===== src/rtl/t_ff_count_ctrl_pkg.sv =====
// Shared constants for the T flip-flop mod-N count sequencer.
// State encoding and default bank/wrap-counter widths.
package t_ff_count_ctrl_pkg;

  localparam int WIDTH_DEF  = 4;
  localparam int WRAP_W_DEF = 4;

  localparam logic [1:0] ST_IDLE = 2'd0;
  localparam logic [1:0] ST_RUN  = 2'd1;
  localparam logic [1:0] ST_DONE = 2'd2;

endpackage


===== src/rtl/t_ff_bank.sv =====
// Bank of WIDTH toggle flip-flops: q flips wherever t_vec is set.
// Provides true and inverted outputs.
module t_ff_bank #(
  parameter int WIDTH = 4
) (
  input  logic             c,
  input  logic             rst,
  input  logic [WIDTH-1:0] t_vec,
  output logic [WIDTH-1:0] q,
  output logic [WIDTH-1:0] q1
);

  logic [WIDTH-1:0] q_q;
  logic [WIDTH-1:0] q_d;

  always_comb begin
    q_d = q_q ^ t_vec;
  end

  always_ff @(posedge c or posedge rst) begin
    if (rst) q_q <= '0;
    else     q_q <= q_d;
  end

  assign q  = q_q;
  assign q1 = ~q_q;

endmodule


===== src/rtl/t_ff_count_ctrl.sv =====
// Drives a T flip-flop bank as a mod-N up/down counter that runs
// for a programmed number of wraps, with start/stop handshake.
module t_ff_count_ctrl
  import t_ff_count_ctrl_pkg::*;
#(
  parameter int WIDTH  = WIDTH_DEF,
  parameter int WRAP_W = WRAP_W_DEF
) (
  input  logic              c,
  input  logic              rst,
  input  logic              start,
  input  logic              stop,
  input  logic              up,
  input  logic [WIDTH-1:0]  mod_val,
  input  logic [WRAP_W-1:0] n_wraps,
  output logic [WIDTH-1:0]  q,
  output logic [WIDTH-1:0]  q1,
  output logic [WIDTH-1:0]  t_vec,
  output logic              busy,
  output logic              done,
  output logic              err
);

  localparam logic [WIDTH-1:0]  ONE  = WIDTH'(1);
  localparam logic [WIDTH-1:0]  TWO  = WIDTH'(2);
  localparam logic [WRAP_W-1:0] WONE = WRAP_W'(1);

  logic [1:0]        state_q, state_d;
  logic [WIDTH-1:0]  mod_q, mod_d;
  logic              up_q, up_d;
  logic [WRAP_W-1:0] wraps_q, wraps_d;
  logic [WRAP_W-1:0] wcnt_q, wcnt_d;
  logic              err_q, err_d;

  logic              start_ok;
  logic              start_bad;
  logic [WIDTH-1:0]  lim;
  logic [WIDTH-1:0]  nxt;
  logic              wrap;
  logic [WRAP_W-1:0] wcnt_inc;
  logic              last;

  assign start_ok  = start & ~stop & (mod_val >= TWO);
  assign start_bad = start & ~stop & (mod_val < TWO);

  // Next count; an out-of-range value restarts from zero when counting up.
  always_comb begin
    lim  = mod_q - ONE;
    nxt  = '0;
    wrap = 1'b0;
    if (up_q) begin
      nxt  = (q >= lim) ? '0 : q + ONE;
      wrap = (q == lim);
    end else begin
      nxt  = (q == '0) ? lim : q - ONE;
      wrap = (q == '0);
    end
    wcnt_inc = (&wcnt_q) ? wcnt_q : wcnt_q + WONE;
    last = wrap && (wraps_q != '0) && (wcnt_inc == wraps_q);
  end

  always_ff @(posedge c or posedge rst) begin
    if (rst) begin
      state_q <= ST_IDLE;
      mod_q   <= '0;
      up_q    <= 1'b0;
      wraps_q <= '0;
      wcnt_q  <= '0;
      err_q   <= 1'b0;
    end else begin
      state_q <= state_d;
      mod_q   <= mod_d;
      up_q    <= up_d;
      wraps_q <= wraps_d;
      wcnt_q  <= wcnt_d;
      err_q   <= err_d;
    end
  end

  always_comb begin
    state_d = state_q;
    mod_d   = mod_q;
    up_d    = up_q;
    wraps_d = wraps_q;
    wcnt_d  = wcnt_q;
    err_d   = 1'b0;
    unique case (state_q)
      ST_IDLE: begin
        err_d = start_bad;
        if (start_ok) begin
          state_d = ST_RUN;
          mod_d   = mod_val;
          up_d    = up;
          wraps_d = n_wraps;
          wcnt_d  = '0;
        end
      end
      ST_RUN: begin
        // Stop beats a simultaneous final wrap.
        if (stop) begin
          state_d = ST_IDLE;
        end else begin
          if (wrap) wcnt_d = wcnt_inc;
          if (last) state_d = ST_DONE;
        end
      end
      ST_DONE: state_d = ST_IDLE;
      default: state_d = ST_IDLE;
    endcase
  end

  always_comb begin
    t_vec = '0;
    unique case (state_q)
      ST_IDLE: begin
        if (start_ok)
          t_vec = q ^ (up ? '0 : mod_val - ONE);
      end
      ST_RUN: begin
        if (!stop) t_vec = q ^ nxt;
      end
      default: t_vec = '0;
    endcase
    busy = (state_q != ST_IDLE);
    done = (state_q == ST_DONE);
    err  = err_q;
  end

  t_ff_bank #(
    .WIDTH(WIDTH)
  ) u_bank (
    .c    (c),
    .rst  (rst),
    .t_vec(t_vec),
    .q    (q),
    .q1   (q1)
  );

endmodule


===== config.mk =====
export PLATFORM = sky130hd
export DESIGN_NAME = t_ff_count_ctrl
export DESIGN_NICKNAME = d
export VERILOG_FILES = /design/src/rtl/t_ff_count_ctrl_pkg.sv /design/src/rtl/t_ff_bank.sv /design/src/rtl/t_ff_count_ctrl.sv
export SDC_FILE = /design/constraint.sdc
export NUM_CORES = 1
export LEC_CHECK = 0
export BUFFER_PORTS_ARGS = -buffer_cell sky130_fd_sc_hd__buf_2
export CAP_MARGIN = 20
export CORE_ASPECT_RATIO = 0.7
export CORE_MARGIN = 5
export CORE_UTILIZATION = 37
export CTS_CLUSTER_SIZE = 8
export DETAILED_ROUTE_END_ITERATION = 16
export SYNTH_ARGS = -nofsm -noshare
export SYNTH_HDL_FRONTEND = slang
export SYNTH_SLANG_ARGS = --single-unit

===== constraint.sdc =====
create_clock -name c -period 2.5 [get_ports c]
set_clock_uncertainty 0.05 [all_clocks]
set_input_delay 0.25 -clock c [delete_from_list [all_inputs] [get_ports c]]
set_output_delay 0.25 -clock c [all_outputs]
set_load 0.03 [all_outputs]

==> results.json <==
{
  "design_area_um2": 2241,
  "tightestPinTransition_ns": 0.8095,
  "io_pins": 28,
  "start_kind": "flop",
  "clock_sinks": 20,
  "fin_crit_sh_pct": 109.4,
  "critPathMaxFanout": 3,
  "combPwrFrac_pct": 68.0,
  "min_path_type": "input pin to asynchronous set/reset pin",
  "synth.avg_cell_area_um2": 8.904,
  "ir_drop_mv": 0.5002,
  "fmax_ghz": 0.3655,
  "rsz0062_at_grt": "yes",
  "clock-root-buffer": "clkbuf_8",
  "rows": 20,
  "firstDrtPassIters": 11,
  "grt_max_degree": 21,
  "htreeDepth": 1,
  "stdcell_count": 289,
  "grt_pass1_wl_mm": 7.155,
  "synth_top_flop_cell": "dfrtp_1",
  "finalHoldViolCount": 0,
  "violations": "setup timing",
  "syn_area_um2": 1603,
  "cp.required_ns": 2.20,
  "cellPowerDensity_nw_per_um2": 1049,
  "synthArstFlopShare_pct": 100.0,
  "run_status": "complete, but fails checks",
  "antenna_found_initial": 0,
  "die_area_um2": 5769,
  "clkPwrFrac_pct": 10.4,
  "drt_iter0_drc": 78,
  "syn2layout_area_growth_pct": 39.81,
  "p_switching_mw": 1.054,
  "start_util_pct": 37.68,
  "nets": 258,
  "place_ws_ns": -0.08256,
  "via_per_inst": 5.100,
  "placedCellCount": 279,
  "core_area_um2": 4254,
  "fin_crit_ns": 2.736,
  "max_cap_violations": 0,
  "numCtsBuffers": 3,
  "power_switching_share_pct": 44.81,
  "vias": 1474,
  "clk_pin_slew_ns": 0.07,
  "worstPathArrival_ns": 2.44,
  "syn_inst": 180,
  "path_class": "flop to output pin",
  "grt_overflow": 0,
  "insertion_delay_ns": 0.26,
  "drv_slew": 0,
  "gp_congestion": 0.9299,
  "wl_per_cell_um": 15.01,
  "drive_above_1_share_pct": 42.74,
  "cts_buffer_depth": 2,
  "synth-edff-count": 0,
  "power.internal_mw": 1.298,
  "finalSetupViolCount": 5,
  "port_buffers": 27,
  "yosys_register_bits": 20,
  "synth_nets": 203,
  "ant_nets": 0,
  "grt_pass1_vias": 1464,
  "hold_buffers": 0,
  "dpl-instance-area_um2": 1948,
  "synth-seq-area-share_pct": 31.23,
  "insertedDiodeCount": 0,
  "end_kind": "output pin",
  "yosys_warnings": 0,
  "die_height_um": 65.07,
  "cts_tree": "done",
  "wirelength_mm": 4.338,
  "slew_headroom_pct": 45.97,
  "drcViolationCount": 0,
  "die_x_um": 88.67,
  "ys_types": 52,
  "p_leak_nw": 1.007,
  "dp.final_hpwl_mm": 3.213,
  "track_usage_pct": 15.93,
  "final.setup.worst_slack_ns": -0.2360,
  "final_core_utilization_pct": 52.68,
  "power_frac_seq_pct": 21.6
}
## cells by family (layout without fill, tap and decap cells)
family          after synthesis  count (layout)  share of synthesized area (%)
simple gates                 76              76                          26.46
compound gates               41              41                          20.06
flops                        20              20                          31.23
buf+inv                      17              71                          5.308
xor+xnor                     11              11                          6.011
fa+ha+maj                    10              10                          7.806
mux                           5               5                          3.123
## layer usage
metal | wire length, um | GRT usage [%]
met1 | 2280 | 24.16
met4 | 26 | 2.642
met2 | 1772 | 22.59
met3 | 259 | 4.320
met5 | 0 | 0
## flip-flops by register name (all words and copies together), names as in the netlist
name,count
err,1
mod_q,4
state_q,2
u_bank.q,4
up_q,1
wcnt_q,4
wraps_q,4
## timing repair
item / in CTS / in global routing
endpoints found under the setup margin: 4 / 5
pin swaps: 13 / 14
setup buffers: 2 / 5
resized for setup: 22 / 16
## cell usage in the layout (no fill, tap or decap), drive strengths merged, types with 4 or more instances in the layout
| master | instances |
|---|---|
| xnor2 | 11 |
| dfrtp | 20 |
| ha | 10 |
| a21oi | 7 |
| nor2 | 10 |
| buf | 55 |
| mux2i | 5 |
| nor4 | 4 |
| o21ai | 9 |
| inv | 12 |
| nor3 | 4 |
| o211ai | 5 |
| nand3 | 6 |
| nand2b | 5 |
| clkbuf | 4 |
| nand2 | 32 |
## synthesized netlist by cell type, types with 3 or more instances
cell type | instances | area share, %
nand3_1 | 6 | 1.9
nor2b_1 | 3 | 1.2
ha_1 | 10 | 7.8
mux2i_1 | 5 | 3.1
xnor2_1 | 11 | 6.0
dfrtp_1 | 20 | 31
nor2_1 | 9 | 2.1
o21ai_0 | 5 | 1.6
inv_1 | 11 | 2.6
nor3_1 | 4 | 1.2
o211ai_1 | 4 | 1.9
o21ai_1 | 4 | 1.2
o21bai_1 | 3 | 1.4
nand2b_1 | 4 | 1.6
nand2_1 | 32 | 7.5
a21oi_1 | 5 | 1.6
## final cells by class
class	count	area, um2
clock buffers	4	55.05
fillers	386	2013
inverters	12	47.55
multi-input cells	143	1197
flip-flops and latches	20	501.7
well taps	55	68.82
repair buffers	55	370.4
## power groups by stage
stage               combinational [mW]  sequential, mW  clock (mW)
floorplan                        0.758           0.558           0
finish                            1.60           0.508       0.245
detailed placement                1.23           0.504           0
global route                      1.73           0.522       0.272
global placement                  1.23           0.505           0
CTS                               1.37           0.503       0.258
## worst paths after layout
check / start / endpoint / slack, ns / cells past startpoint
min: rst / err$_DFF_PP0_ / 0.09 / 2
min reg2reg: wraps_q[3]$_DFFE_PP0P_ / wraps_q[3]$_DFFE_PP0P_ / 0.45 / 2
max reg2reg: mod_q[0]$_DFFE_PP0P_ / u_bank.q[2]$_DFF_PP0_ / -0.03 / 11
min in group c: n_wraps[2] / wraps_q[2]$_DFFE_PP0P_ / 0.13 / 3
max in group asynchronous: rst / u_bank.q[1]$_DFF_PP0_ / 1.76 / 2
max: mod_q[0]$_DFFE_PP0P_ / t_vec[1] / -0.24 / 10
## stage by stage
step	power (mW)	setup TNS (ns)	hold slack [ns]
4_1_cts	2.132	-0.6848	0.1093
5_1_grt	2.523	-1.451	0.1400
3_5_place_dp	1.733	-0.1239	0.3912
6_report	2.351	-0.8046	0.09059
2_1_floorplan	1.316	0	0.1638
3_3_place_gp	1.731	-0.05228	0.3808
## worst max-delay path, stage by stage, from the launching register on
cell       delay (ns)
dfrtp_1          0.41
buf_4            0.15
nor3_4           0.19
xnor2_2          0.11
ha_1             0.34
nand2_2          0.08
o21bai_4         0.18
a41oi_4          0.29
a2bb2oi_4        0.20
mux2i_4          0.08
buf_6            0.14
(Power assumes the default switching activity.)
